**src/rtl/pe_conv1d_multi_if.sv**
```systemverilog
// pe_conv1d_multi_if: handshake and data bundle for pe_conv1d_multi.
// The master side loads memories, starts runs and supplies/consumes psums.
// The slave side is the processing element.
interface pe_conv1d_multi_if #(
   parameter int DATA_W = 4,
   parameter int PSUM_W = 8,
   parameter int FA_W   = 3,
   parameter int IA_W   = 3
);
   logic              filter_valid;
   logic              filter_ready;
   logic [FA_W-1:0]   filter_addr;
   logic [DATA_W-1:0] filter_data;
   logic              ifmap_valid;
   logic              ifmap_ready;
   logic [IA_W-1:0]   ifmap_addr;
   logic [DATA_W-1:0] ifmap_data;
   logic              start;
   logic              psum_in_valid;
   logic              psum_in_ready;
   logic [PSUM_W-1:0] psum_in_data;
   logic              psum_out_valid;
   logic              psum_out_ready;
   logic [PSUM_W-1:0] psum_out_data;
   logic              done;

   modport master (
      output filter_valid, filter_addr, filter_data,
      output ifmap_valid, ifmap_addr, ifmap_data,
      output start, psum_in_valid, psum_in_data, psum_out_ready,
      input  filter_ready, ifmap_ready, psum_in_ready,
      input  psum_out_valid, psum_out_data, done
   );

   modport slave (
      input  filter_valid, filter_addr, filter_data,
      input  ifmap_valid, ifmap_addr, ifmap_data,
      input  start, psum_in_valid, psum_in_data, psum_out_ready,
      output filter_ready, ifmap_ready, psum_in_ready,
      output psum_out_valid, psum_out_data, done
   );
endinterface

```
**src/rtl/pe_conv1d_multi.sv**
```systemverilog
// pe_conv1d_multi: 1-D convolution processing element with NUM_F filters.
// Filters and ifmap are written while idle; a run walks every output
// position o and filter k (position-major), seeding the accumulator from
// psum_in, doing DEPTH_F multiply-accumulates and emitting one psum.
// Optional macro PE_PSUM_SAT_EN: unsigned saturating accumulation instead
// of modulo-2^PSUM_W wrap.
module pe_conv1d_multi #(
   parameter int DATA_W  = 4,
   parameter int PSUM_W  = 8,
   parameter int DEPTH_I = 5,
   parameter int DEPTH_F = 3,
   parameter int NUM_F   = 2,
   parameter int STRIDE  = 1
) (
   input logic clk,
   input logic reset,
   pe_conv1d_multi_if.slave bus
);
   localparam int NUM_O  = (DEPTH_I - DEPTH_F) / STRIDE + 1;
   localparam int FA_W   = $clog2(NUM_F * DEPTH_F);
   localparam int IA_W   = $clog2(DEPTH_I);
   localparam int O_W    = (NUM_O > 1) ? $clog2(NUM_O) : 1;
   localparam int K_W    = (NUM_F > 1) ? $clog2(NUM_F) : 1;
   localparam int J_W    = (DEPTH_F > 1) ? $clog2(DEPTH_F) : 1;
   localparam int PROD_W = 2 * DATA_W;

   typedef enum logic [2:0] {IDLE, FETCH, MAC, EMIT, DONE} state_t;

   state_t state, state_next;

   logic [DATA_W-1:0] ifmap_mem  [DEPTH_I];
   logic [DATA_W-1:0] filter_mem [NUM_F*DEPTH_F];

   logic [O_W-1:0]    o;
   logic [K_W-1:0]    k;
   logic [J_W-1:0]    j;
   logic [PSUM_W-1:0] acc;

   logic [IA_W-1:0]   i_idx;
   logic [FA_W-1:0]   f_idx;
   logic [PROD_W-1:0] prod;
   logic [PSUM_W-1:0] acc_next;
   logic              last_j, last_k, last_o;

   // Memory writes: accepted only while idle, out-of-range addresses dropped.
   always_ff @(posedge clk) begin
      if (bus.filter_valid && bus.filter_ready &&
          (32'(bus.filter_addr) < NUM_F * DEPTH_F))
         filter_mem[bus.filter_addr] <= bus.filter_data;
      if (bus.ifmap_valid && bus.ifmap_ready &&
          (32'(bus.ifmap_addr) < DEPTH_I))
         ifmap_mem[bus.ifmap_addr] <= bus.ifmap_data;
   end

   // Operand addressing, product and next accumulator value.
   always_comb begin
      last_j   = (32'(j) == DEPTH_F - 1);
      last_k   = (32'(k) == NUM_F - 1);
      last_o   = (32'(o) == NUM_O - 1);
      i_idx    = IA_W'(32'(o) * 32'(STRIDE) + 32'(j));
      f_idx    = FA_W'(32'(k) * 32'(DEPTH_F) + 32'(j));
      prod     = PROD_W'(ifmap_mem[i_idx]) * PROD_W'(filter_mem[f_idx]);
`ifdef PE_PSUM_SAT_EN
      acc_next = acc;
      begin : sat_add
         localparam int SUM_W = ((PSUM_W > PROD_W) ? PSUM_W : PROD_W) + 1;
         logic [SUM_W-1:0] sum;
         sum = SUM_W'(acc) + SUM_W'(prod);
         if (sum > SUM_W'({PSUM_W{1'b1}}))
            acc_next = '1;
         else
            acc_next = sum[PSUM_W-1:0];
      end
`else
      acc_next = acc + PSUM_W'(prod);
`endif
   end

   // State register.
   always_ff @(posedge clk) begin
      if (reset)
         state <= IDLE;
      else
         state <= state_next;
   end

   // Next-state logic.
   always_comb begin
      state_next = state;
      case (state)
         IDLE:    if (bus.start) state_next = FETCH;
         FETCH:   if (bus.psum_in_valid) state_next = MAC;
         MAC:     if (last_j) state_next = EMIT;
         EMIT:    if (bus.psum_out_ready)
                     state_next = (last_k && last_o) ? DONE : FETCH;
         DONE:    state_next = IDLE;
         default: state_next = IDLE;
      endcase
   end

   // Handshake outputs decoded from the state.
   always_comb begin
      bus.filter_ready   = 1'b0;
      bus.ifmap_ready    = 1'b0;
      bus.psum_in_ready  = 1'b0;
      bus.psum_out_valid = 1'b0;
      bus.done           = 1'b0;
      bus.psum_out_data  = acc;
      case (state)
         IDLE: begin
            bus.filter_ready = 1'b1;
            bus.ifmap_ready  = 1'b1;
         end
         FETCH:   bus.psum_in_ready  = 1'b1;
         EMIT:    bus.psum_out_valid = 1'b1;
         DONE:    bus.done           = 1'b1;
         default: ;
      endcase
   end

   // Loop counters and accumulator.
   always_ff @(posedge clk) begin
      if (reset) begin
         o   <= '0;
         k   <= '0;
         j   <= '0;
         acc <= '0;
      end else begin
         case (state)
            IDLE: if (bus.start) begin
               o <= '0;
               k <= '0;
               j <= '0;
            end
            FETCH: if (bus.psum_in_valid) begin
               acc <= bus.psum_in_data;
               j   <= '0;
            end
            MAC: begin
               acc <= acc_next;
               j   <= last_j ? '0 : j + J_W'(1);
            end
            EMIT: if (bus.psum_out_ready) begin
               if (last_k) begin
                  k <= '0;
                  o <= last_o ? '0 : o + O_W'(1);
               end else begin
                  k <= k + K_W'(1);
               end
            end
            default: ;
         endcase
      end
   end
endmodule

```
**src/flat_wrapper.sv**
```systemverilog
// flat-port wrapper written by rule: the top's interface ports become plain ports
module pe_conv1d_multi_flat 
#(
   parameter int DATA_W  = 4,
   parameter int PSUM_W  = 8,
   parameter int DEPTH_I = 5,
   parameter int DEPTH_F = 3,
   parameter int NUM_F   = 2,
   parameter int STRIDE  = 1
)
  (clk, reset, bus_filter_valid, bus_filter_addr, bus_filter_data, bus_ifmap_valid, bus_ifmap_addr, bus_ifmap_data, bus_start, bus_psum_in_valid, bus_psum_in_data, bus_psum_out_ready, bus_filter_ready, bus_ifmap_ready, bus_psum_in_ready, bus_psum_out_valid, bus_psum_out_data, bus_done);
  pe_conv1d_multi_if #(.DATA_W(DATA_W), .PSUM_W(PSUM_W), .FA_W(3), .IA_W(3)) bus_i ();
  input logic clk;
  input logic reset;
  input wire logic [$bits(bus_i.filter_valid)-1:0] bus_filter_valid;
  input wire logic [$bits(bus_i.filter_addr)-1:0] bus_filter_addr;
  input wire logic [$bits(bus_i.filter_data)-1:0] bus_filter_data;
  input wire logic [$bits(bus_i.ifmap_valid)-1:0] bus_ifmap_valid;
  input wire logic [$bits(bus_i.ifmap_addr)-1:0] bus_ifmap_addr;
  input wire logic [$bits(bus_i.ifmap_data)-1:0] bus_ifmap_data;
  input wire logic [$bits(bus_i.start)-1:0] bus_start;
  input wire logic [$bits(bus_i.psum_in_valid)-1:0] bus_psum_in_valid;
  input wire logic [$bits(bus_i.psum_in_data)-1:0] bus_psum_in_data;
  input wire logic [$bits(bus_i.psum_out_ready)-1:0] bus_psum_out_ready;
  output wire logic [$bits(bus_i.filter_ready)-1:0] bus_filter_ready;
  output wire logic [$bits(bus_i.ifmap_ready)-1:0] bus_ifmap_ready;
  output wire logic [$bits(bus_i.psum_in_ready)-1:0] bus_psum_in_ready;
  output wire logic [$bits(bus_i.psum_out_valid)-1:0] bus_psum_out_valid;
  output wire logic [$bits(bus_i.psum_out_data)-1:0] bus_psum_out_data;
  output wire logic [$bits(bus_i.done)-1:0] bus_done;
  assign bus_i.filter_valid = bus_filter_valid;
  assign bus_i.filter_addr = bus_filter_addr;
  assign bus_i.filter_data = bus_filter_data;
  assign bus_i.ifmap_valid = bus_ifmap_valid;
  assign bus_i.ifmap_addr = bus_ifmap_addr;
  assign bus_i.ifmap_data = bus_ifmap_data;
  assign bus_i.start = bus_start;
  assign bus_i.psum_in_valid = bus_psum_in_valid;
  assign bus_i.psum_in_data = bus_psum_in_data;
  assign bus_i.psum_out_ready = bus_psum_out_ready;
  assign bus_filter_ready = bus_i.filter_ready;
  assign bus_ifmap_ready = bus_i.ifmap_ready;
  assign bus_psum_in_ready = bus_i.psum_in_ready;
  assign bus_psum_out_valid = bus_i.psum_out_valid;
  assign bus_psum_out_data = bus_i.psum_out_data;
  assign bus_done = bus_i.done;
  pe_conv1d_multi #(.DATA_W(DATA_W), .PSUM_W(PSUM_W), .DEPTH_I(DEPTH_I), .DEPTH_F(DEPTH_F), .NUM_F(NUM_F), .STRIDE(STRIDE)) u_core (.clk(clk), .reset(reset), .bus(bus_i));
endmodule
```
**config.mk**
```make
export PLATFORM = sky130hd
export DESIGN_NAME = pe_conv1d_multi_flat
export DESIGN_NICKNAME = d
export VERILOG_FILES = /design/src/rtl/pe_conv1d_multi_if.sv /design/src/rtl/pe_conv1d_multi.sv /design/src/flat_wrapper.sv
export SDC_FILE = /design/constraint.sdc
export NUM_CORES = 1
export LEC_CHECK = 0
export CORE_MARGIN = 3
export CORE_UTILIZATION = 45
export CTS_CLUSTER_DIAMETER = 30
export DETAILED_ROUTE_END_ITERATION = 10
export PLACE_DENSITY = 0.71
export SKIP_LAST_GASP = 1
export SLEW_MARGIN = 20
export SYNTH_ARGS = -nofsm -noshare
export SYNTH_HDL_FRONTEND = slang
export SYNTH_SLANG_ARGS = --single-unit
```
**constraint.sdc**
```tcl
create_clock -name clk -period 5 [get_ports clk]
set_input_delay 1 -clock clk [delete_from_list [all_inputs] [get_ports clk]]
set_output_delay 1 -clock clk [all_outputs]
set_load 0.005 [all_outputs]
```
## Yosys cells after proc, flatten, opt, wreduce, memory -nomap -nowiden

Memories as Yosys holds them, arrays and structs flattened.
Cells that the tools add are included.

| cells by class | value |
|---|---|
| add/sub/neg operators | 6 |
| $mul | 2 |
| $lt $le $gt $ge | 2 |
| equality and inequality tests | 11 |
| multiplexer cells | 28 |
| reduce and logical (&&, ||, !) cells | 14 |

Operator list:

| kind | count |
|---|---|
| 8-bit case mux with 2 select lines | 1 |
| 3-bit 2-to-1 mux | 5 |
| 2-bit 2-to-1 mux | 6 |
| 3-bit case mux with 4 select lines | 1 |
| 1-bit 2-to-1 mux | 11 |
| 8-bit adder | 1 |
| 4-bit by 4-bit multiplier with 8-bit output | 1 |
| 8-bit 2-to-1 mux | 1 |
| 4-bit AND reduction | 2 |
| 3-bit by 2-bit equality test with 1-bit output (second input constant) | 2 |
| 3-bit < comparator (second input constant) | 2 |
| 2-bit inequality test (second input constant) | 3 |
| 2-bit case mux with 3 select lines | 1 |
| 3-bit AND reduction | 2 |
| 1-bit logical AND | 5 |
| 2-bit by 1-bit adder with 2-bit output (second input constant) | 2 |
| 2-bit equality test (second input constant) | 2 |
| 2-bit by 1-bit inequality test with 1-bit output (second input constant) | 2 |
| 2-bit case mux with 2 select lines | 1 |
| 2-bit nonzero test | 2 |
| 2-bit by 2-bit adder with 3-bit output | 1 |
| 3-bit by 2-bit adder with 3-bit output | 1 |
| 3-bit by 1-bit equality test with 1-bit output (second input constant) | 1 |
| 3-bit equality test (second input constant) | 1 |
| other kinds (6) | 6 |

| storage, ports and cells | value |
|---|---|
| flip-flop bits (word level) | 16 |
| RAM bits | 44 |
| input bits | 29 |
| output and inout bits | 13 |
| logic and storage cells | 70 |
| memories kept | 2 |

Memories:

| name | words | width | read ports | clocked after memory_dff | write ports | RTL line | text |
|---|---|---|---|---|---|---|---|
| u_core.filter_mem | 6 | 4 | 1 | 0 | 1 | pe_conv1d_multi.sv:32 | `logic [DATA_W-1:0] filter_mem [NUM_F*DEPTH_F];` |
| u_core.ifmap_mem | 5 | 4 | 1 | 0 | 1 | pe_conv1d_multi.sv:31 | `logic [DATA_W-1:0] ifmap_mem [DEPTH_I];` |

## Depth between registers and ports, before layout

Gate-level depths: netlist of run 1.

| logic depth | value |
|---|---|
| depth after elaboration | 6 |
| depth in mapped cells | 19 |
| gate-level depth less buffers | 18 |

## Least setup slack after synthesis of run 1

Ideal clock, no wire load.

| timing | value |
|---|---|
| path type | register -> register |
| from | register u_core.j[0] |
| to | register u_core.acc[7] (netlist: u_core.bus.psum_out_data[7]) |
| library setup time | 86 ps |
| data arrival time | 4307 ps |
| data required time | 4914 ps |
| path slack | 608 ps |
| cell stages (with the launch flop) | 17 |
| buffers on the path | 0 |
| clock period less this slack | 4392 ps |
| cells stage by stage | dfxtp_1 ha_1 inv_1 fa_1 mux4_2 a21oi_1 or2_2 fa_1 fa_1 fa_1 inv_1 ha_1 nand2b_1 a21oi_1 o22ai_1 xnor2_1 a211oi_1 |

| between the ends | value |
|---|---|
| word-level cells in the longest chain between the ends | 5 |
| elaborated cells between the ends (all ways) | 7 |
| those cells by class | add/sub: 3; mul: 1; mux: 1; memory: 2 |

RTL lines:

| what | RTL line | text |
|---|---|---|
| start: declaration | pe_conv1d_multi.sv:36 | `logic [J_W-1:0] j;` |
| start signal: assignment | pe_conv1d_multi.sv:141 | `j <= last_j ? '0 : j + J_W'(1);` |
| 3-bit by 2-bit adder with 3-bit output or 2-bit by 2-bit adder with 3-bit output (tied branches) | pe_conv1d_multi.sv:61, pe_conv1d_multi.sv:60 |  |
| memory read 6 x 4 bit or memory read 5 x 4 bit (tied branches) | n/a |  |
| 4-bit by 4-bit multiplier with 8-bit output * | pe_conv1d_multi.sv:62 | `prod = PROD_W'(ifmap_mem[i_idx]) * PROD_W'(filter_mem[f_idx]);` |
| 8-bit adder * | pe_conv1d_multi.sv:75 | `acc_next = acc + PSUM_W'(prod);` |
| 8-bit case mux with 2 select lines * | pe_conv1d_multi.sv:129 | `case (state)` |
| end signal: assignment | pe_conv1d_multi.sv:136 | `acc <= bus.psum_in_data;` |
| end signal: assignment | pe_conv1d_multi.sv:140 | `acc <= acc_next;` |
| end: declaration | pe_conv1d_multi.sv:37 | `logic [PSUM_W-1:0] acc;` |

Every way passes the cells marked *; elsewhere a longest branch is shown, timed or not.
A chain may end at the register's enable or synchronous reset.

## Final worst setup path of run 1

Same ends and word-level chain as after synthesis.

==> run summary, run 1 <==
The clock tree synthesis step divided the H-tree into 3 levels. The via count of the first global-routing pass came out at 2143. In this run, post-CTS repair resized a total of 0 instances. The standby leakage power was 1.44 nW; the worst reg-to-reg setup slack was 320 ps.

The worst-case reg-to-reg path depth came out at 16. The number of endpoints with negative hold slack in the final report is 0, and the endpoint required time on the critical path is 5250 ps. The tools report the launch point of the critical path as u_core.j[0]. The type of destination of the critical path is a flip-flop. For the worst-skew pair, the clock arrives at the later sink with an insertion delay of 340 ps. TritonCTS built the clock tree.

On the worst path, the slowest cell contributes a delay of 580 ps. In this run the tightest slew margin relative to its limit is 26.8%. The highest achievable clock rate is 0.214 GHz, and the fraction of synthesized cell area in xor and xnor cells is 1.06%.

Counting distinct cell types in the post-synthesis netlist gives 45. Global routing consumed, over all layers together, 15.5% of the routing resources. The most used flip-flop cell after synthesis is sky130_fd_sc_hd__edfxtp_1.

The fraction of the mapped netlist area in simple logic gates is 12.7%, and the post-CTS clock slew at the launch and capture registers of the worst setup and hold paths is 80 ps. The number of buffers added by the clock tree synthesis step came out at 9. Standard cell with the maximum stage delay on the critical path: sky130_fd_sc_hd__fa_1. For this run, the share of the core covered by cells in the final layout is 57.7%.

The tools report the number of pins with negative max-slew slack in the final report as 0. In the post-synthesis netlist, the biggest area contributors are sky130_fd_sc_hd__edfxtp_1, sky130_fd_sc_hd__dfxtp_1, sky130_fd_sc_hd__fa_1. Summed over all nets, the half-perimeter wirelength after detailed placement is 4560 µm. The first detailed-routing pass took 4 iterations. The tools report the number of remaining DRC errors as 0. The first global-routing pass estimated 10100 µm of wire. The number of enable-type register cells in the synthesized netlist is 44. Setup repair after global routing left no endpoint under its margin. In this run the clock root is driven by a sky130_fd_sc_hd__clkbuf_8.

The die boundary width is 91.7 µm, and the final number of setup-violating endpoints is 0. The total area inside the core boundary comes to 6940 µm². Of all nets on the critical path, the largest fanout is 6.

The endpoint identified for the worst register-to-register timing path is u_core.bus.psum_out_data[7]. Buffers added to address setup during post-CTS repair amount to 0. The number of antenna-violating nets in the routed design was 0. The signal on the critical path passes through ha_1 > inv_1 > fa_1 > mux4_2 > a21oi_2 > or2_2 > fa_1 > fa_1 > fa_1 > inv_1 > ha_1 > nand2b_1 > a21oi_1 > o22ai_1 > xnor2_1 > a211oi_1. The worst-case IR drop observed on VDD is 0.000155 V.

Adding up every negative setup slack in the final design gives 0 ps. The die boundary height came out at 91.7 µm. Max-cap violations in this run came to 0. Dividing the synthesized area by the synthesized cell count gives 12.2 µm².

Among the stages of the critical path, the cell type that occurs most often is sky130_fd_sc_hd__fa_1. In the final routed layout, each cell accounts on average for 14.3 µm. The tools report the maximum number of pins on one net before global-route repair as 20.

Sorting the synthesized cells by how often they occur yields sky130_fd_sc_hd__edfxtp_1, sky130_fd_sc_hd__nor2_1, sky130_fd_sc_hd__inv_1. The fraction of layout instances using a drive strength above 1 is 13.1%. In the synthesized netlist the async set-or-reset flop fraction comes to 0%. In this run the cell area measured after placement is 3790 µm². Summed over its instances, the top area cell type makes up 40.0% of the synthesized netlist area.

In this run the count of I/O pins placed on the die edge is 42. The number of inserted diodes is 0. sky130_fd_sc_hd__edfxtp_1 is the most common cell in the netlist. The gate count after technology mapping came out at 271. The run gives 0 as the total number of yosys warnings.

Following the worst setup path forward leads to its endpoint at u_core.bus.psum_out_data[7]. Compared with the post-synthesis result, the final layout area differs by 21.4%. In this run, synthesis produced a sequential element count of 60. The final net count came out at 373. The netlist area before placement was 3300 µm²; the actual slew at the worst max-slew pin was 1080 ps.

The run finished with clean final reports. The full die area is 8400 µm². Once the floorplan was initialized, standard cells occupied 47.6% of the core. The tools report the violation count after the first detailed-routing iteration as 77.

The worst setup path is launched from a flip-flop. The multiplexer fraction of the synthesized cell area is 11.7%, and the number of nets produced by synthesis is 328. The synthesized netlist devotes 6.70% of its cell area to compound gates.

The run gives 9.60 ps as the final setup skew. Final weighted congestion in routability-driven placement: 0.917. The row count was 30. The path class of the tightest hold or removal check is reg2reg.

The worst setup path is of the reg2reg kind. The number of clock sinks seen by CTS came out at 60. After synthesis, the largest family of logic cells by area is adder cells. Worst endpoint data arrival time: 4930 ps. Power spread over the standard cell area amounts to 297 nW/µm². The finished cells cover 4010 µm².

The routed design could run at a clock period as short as 4680 ps. The detailed router placed 2147 vias in this run. After layout, the worst path uses 93.5% of the clock period. After Yosys synthesis, full adders, half adders and majority gates account for 13.1% of the synthesized area. For this block, the routed nets add up to 5970 µm of wire.

Number of buffers on the longest clock path: 2. In this run the critical register-to-register path is launched from u_core.j[0]. After global routing the overflow that remains totals 0. Via density per instance: 5.15. The count of buffers inserted at the top-level ports is 41.

For the number of hold buffers added after CTS, the log shows 0. sky130_fd_sc_hd__edfxtp_1 takes more of the synthesized area than any other cell. For the number of antenna violations at the first check in global routing, the log shows 0.

Of the synthesized area, sequential elements account for 49.7%.
-- registers in the layout, summed over array words and instances, names as in the netlist --
signal and count:
u_core.ifmap_mem 20, u_core.j 2, u_core.state 3, u_core.o 2
u_core.bus.psum_out_data 8, u_core.k 1, u_core.filter_mem 24
-- layout by cell type (no fill, tap or decap), drive strengths merged, types with 2 or more instances in the layout --
| cell type | count |
|---|---|
| xnor2 | 4 |
| o21ai | 3 |
| nand2 | 9 |
| mux4 | 9 |
| nor3 | 6 |
| nor4b | 3 |
| nor3b | 2 |
| nor2 | 36 |
| nor2b | 3 |
| edfxtp | 44 |
| clkinvlp | 2 |
| fa | 11 |
| mux2i | 17 |
| dfxtp | 16 |
| clkbuf | 9 |
| inv | 28 |
| o22ai | 2 |
| buf | 3 |
| nand2b | 8 |
| a211oi | 9 |
| clkdlybuf4s50 | 41 |
| a21oi | 12 |
| ha | 17 |
| clkinv | 3 |
| nand3b | 3 |
| or2 | 5 |
-- where the power goes --
group,total (mW),switching (mW),internal [mW]
Sequential,0.560,0.0115,0.549
Combinational,0.193,0.0922,0.101
Clock,0.438,0.206,0.232
Total,1.19,0.309,0.882
-- per-stage QoR --
stage | total power, mW | worst slack (ps) | hold WS, ps | std cells
6_report | 1.19 | 325 | 564 | 417
3_5_place_dp | 0.765 | 226 | 546 | 401
2_1_floorplan | 0.694 | 608 | 509 | 271
5_1_grt | 1.25 | 25.5 | 607 | 417
3_3_place_gp | 0.760 | 384 | 531 | 401
4_1_cts | 1.20 | 206 | 565 | 417
-- per-layer routing --
layer / part of all wire, % / vias up / GRT usage, %
met4: 2.5 / 0 / 9.30
met1: 47 / 1018 / 20.0
met2: 46 / 50 / 23.9
met3: 4.6 / 14 / 3.53
li1: - / 1065 / -
met5: 0 / - / 0
-- cell families (layout without fill, tap and decap cells) --
group	count (synthesis)	after routing
fa+ha+maj	28	28
simple gates	81	81
buf+inv	37	87
xor+xnor	4	4
flops	60	60
compound gates	34	34
mux	27	27
-- worst min path at each step --
| stage | startpoint | to | cells after the start |
|---|---|---|---|
| 2_1_floorplan | u_core.state[2] | u_core.state[0] | 2 |
| 3_3_place_gp | u_core.j[0] | u_core.j[0] | 2 |
| 3_5_place_dp | u_core.j[0] | u_core.j[0] | 2 |
| 4_1_cts | u_core.j[0] | u_core.j[0] | 2 |
| 5_1_grt | u_core.bus.psum_out_data[5] | u_core.bus.psum_out_data[5] | 2 |
| 6_report | u_core.j[0] | u_core.j[0] | 2 |
-- critical path: cells and delay by family, from the launching register on --
family                     cells  cell delay [ps]
AOI/OAI and AO/OA              4              760
xor gates and xnor gates       1              130
adders and majority gates      6             2560
buffers and inverters          2               90
DFF                            1              440
muxes                          1              340
and+or+nand+nor                2              270
-- final cells by class --
type,instances,area (µm²)
Fill cell,566,2940
Sequential cell,60,1640
Multi-Input combinational cell,174,1510
Timing Repair Buffer,44,433
Clock buffer,9,124
Tap cell,96,120
Inverter,27,101
Clock inverter,7,76.3
No activity file was read; power rests on OpenSTA's default activity.
==> run 2: changes to the inputs <==
Settings changed: GPL_TIMING_DRIVEN from default to 0.
==> run 2 against run 1 <==
Power is 1.6% lower. Worst hold slack worse by 40 ps. Cell area is 0.62% higher. Via count is 0.84% higher. First-iteration DRC count is 18% lower. Non-clock buffer count is 6 higher.
==> run summary, run 2 (same netlist as run 1, synthesis figures left out) <==
TritonCTS built the clock tree. The register bank with the most flops was u_core.filter_mem (unchanged). The launch point of the critical path is u_core.j[0] (unchanged). The full die area was 8400 µm² (unchanged). The number of buffers inserted by post-CTS setup repair is 0 (unchanged), and the peak supply drop is 0.000166 V (was 0.000155 V).

The flow ran to the end, and the final reports show no timing, DRC or antenna violations. The logs give 6050 µm (was 5970 µm) for the routed wire length and 9 (unchanged) for the number of buffers added by the clock tree synthesis step. The run gives 42 (unchanged) as the boundary pin count.

Type of the setup path with the least slack: reg2reg (unchanged). Setup repair after global routing left no endpoint under its margin. The sum of met3 wire segment lengths after detailed routing was 323 µm (was 276 µm).

For the setup TNS after final layout, the log shows 0 ps (unchanged). The final worst-path cycle share was 93.0% (was 93.5%). Area of the core: 6940 µm² (unchanged). The detailed-route wire length per cell is 14.3 µm (about the same). The die boundary width is 91.7 µm (unchanged), and the initial cell density of the core is 47.6% (unchanged). The post-CTS clock slew at the launch and capture registers of the worst setup and hold paths came out at 70 ps (was 80 ps). Final weighted congestion in routability-driven placement: 0.812 (was 0.917). The type of destination of the critical path is a flip-flop (unchanged).

The count of buffers inserted at the top-level ports was 40 (was 41). The area after detailed placement came out at 3820 µm² (was 3790 µm²). The die boundary height is 91.7 µm (unchanged), and the CTS H-tree depth is 3 (unchanged). Number of iterations in the first detailed-routing pass: 4 (unchanged).

The logs give 5250 ps (about the same) for the endpoint required time on the critical path and 4030 µm² (was 4010 µm²) for the post-layout instance area. The flip-flop and latch area came out at 1640 µm² (about the same). The actual slew at the worst max-slew pin is 985 ps (was 1080 ps), and the smallest hold slack is 524 ps (was 564 ps).

The via count of the routed design was 2165 (was 2147); the flip-flop count of the largest register after layout was 24 (unchanged). For the reported max-cap violation count, the log shows 0 (unchanged). The tools report the final number of setup-violating endpoints as 0 (unchanged). For the worst endpoint data arrival time, the log shows 4900 ps (was 4930 ps).

For the highest achievable clock rate, the log shows 0.215 GHz (was 0.214 GHz). For the via count of the first global-routing pass, the log shows 2281 (was 2143). For the number of endpoints with negative hold slack in the final report, the log shows 0 (unchanged). The relative slew slack is 33.4% (was 26.8%), and the standby leakage power is 1.46 nW (was 1.44 nW). Fraction of layout instances using a drive strength above 1: 14.1% (was 13.1%).

Total power divided by cell area: 290 nW/µm² (was 297 nW/µm²). The final net count came out at 379 (was 373). Most used cells in the layout excluding fill and tap cells: sky130_fd_sc_hd__edfxtp_1, sky130_fd_sc_hd__clkdlybuf4s50_1, sky130_fd_sc_hd__nor2_1 (unchanged). The post-layout minimum cycle time is 4650 ps (was 4680 ps), and the insertion delay of the later-clocked pin in the worst-skew pair is 330 ps (was 340 ps). The first-pass GRT wire length is 10500 µm (was 10100 µm), and the number of remaining DRC errors is 0 (unchanged).

The source of the worst register-to-register timing path is u_core.j[0] (unchanged). Number of hold buffers added after CTS: 0 (unchanged). The tools report the buffer cell driving the clock tree root as sky130_fd_sc_hd__clkbuf_8 (unchanged).

The detailed-route wire length on metal 1 is 2690 µm (was 2800 µm), and the row count is 30 (unchanged). The maximum number of pins on one net before global-route repair is 11 (was 20), and the violation count after the first detailed-routing iteration is 63 (was 77). The number of inserted filler cells in the final layout was 574 (was 566); the via density per instance was 5.12 (was 5.15).

The final setup skew was 9.23 ps (was 9.60 ps); the number of antenna violations at the first check in global routing was 0 (unchanged). The largest fanout of any net on the critical path was 6 (unchanged). The uppermost layer routed is met4 (unchanged). Critical hold path startpoint: u_core.j[0] (unchanged). Remaining global-route overflow: 0 (unchanged).

The area growth from synthesis to layout was 22.1% (was 21.4%); the number of pins with negative max-slew slack in the final report was 0 (unchanged). The tools report the number of inserted diodes as 0 (unchanged). The path category of the worst min-delay check is reg2reg (unchanged). Most common cell after layout, fill and taps aside: sky130_fd_sc_hd__edfxtp_1 (unchanged). The logs give 0 (unchanged) for the number of antenna-violating nets in the routed design and 2940 µm (was 2740 µm) for the detailed route wirelength on metal2. The kind of launch point of the worst setup path was a flip-flop (unchanged). The run gives 4590 µm (was 4560 µm) as the detailed placer's ending HPWL.

The number of clock sinks seen by CTS was 60 (unchanged); the number of buffers on the longest clock path was 2 (unchanged). The overall routing resource usage came out at 16.0% (was 15.5%). The run gives 1520 µm² (was 1510 µm²) as the area of the multi-input gates.
[run 2: per-stage QoR]
| stage | total power, mW | worst slack (ps) | instances | utilization, % |
|---|---|---|---|---|
| after global placement | 0.762 | 188 | 407 | 55.1 |
| after detailed placement | 0.768 | 153 | 407 | 55.1 |
| after floorplan | 0.694 | 608 | 271 | - |
| after CTS | 1.19 | 122 | 423 | 57.7 |
| after global routing | 1.24 | 45.4 | 423 | 58.1 |
| final | 1.17 | 348 | 423 | 58.1 |
[run 2: area by class of cell]
cell class / count / area share, %
repair buffers: 40 / 9.93
flip-flops and latches: 60 / 40.7
inverters: 27 / 2.51
clock inverters: 5 / 1.30
clock buffers: 11 / 3.26
multi-input cells: 174 / 37.7
well taps: 96 / 2.98
plain buffers: 10 / 1.61
[run 2: repair_timing]
action,in CTS,in global routing
hold endpoints to repair,0,0
resized for setup,0,8
setup endpoints to repair,0,3
[run 2: path summary, 6_finish.rpt]
| path | end | slack (ps) | depth (start not counted) |
|---|---|---|---|
| min reg2reg | u_core.j[0] | 520 | 2 |
| max reg2reg | u_core.bus.psum_out_data[7] | 350 | 15 |
| max | u_core.bus.psum_out_data[7] | 350 | 15 |
| min | u_core.j[0] | 520 | 2 |
[run 2: worst max-delay path, stage by stage, from the launching register on]
cell and delay (ps):
sky130_fd_sc_hd__dfxtp_2 350, sky130_fd_sc_hd__ha_1 210, sky130_fd_sc_hd__fa_1 620, sky130_fd_sc_hd__mux4_2 350, sky130_fd_sc_hd__mux2i_2 240, sky130_fd_sc_hd__or2_2 170
sky130_fd_sc_hd__fa_1 440, sky130_fd_sc_hd__fa_1 520, sky130_fd_sc_hd__fa_1 510, sky130_fd_sc_hd__inv_1 40, sky130_fd_sc_hd__ha_1 330, sky130_fd_sc_hd__nand2b_1 90
sky130_fd_sc_hd__a21oi_1 210, sky130_fd_sc_hd__o22ai_1 130, sky130_fd_sc_hd__xnor2_1 140, sky130_fd_sc_hd__a211oi_1 210
[run 2: power by group]
| group | total [mW] | switching (mW) | internal, mW |
|---|---|---|---|
| registers | 0.557 | 0.00862 | 0.549 |
| logic | 0.199 | 0.0959 | 0.103 |
| clock network | 0.415 | 0.187 | 0.228 |
| total | 1.17 | 0.292 | 0.880 |
[run 2: routing by layer]
metal	vias up	track usage [%]
li1	1074	-
met1	1038	19.9
met2	45	26.8
met3	8	2.95
met4	0	7.91
met5	-	0
==> run 3: changes to the inputs <==
Settings changed: CAP_MARGIN from default to 20.
==> results of run 3 <==
No change in the layout: final DEF, timing and power equal those of run 2.
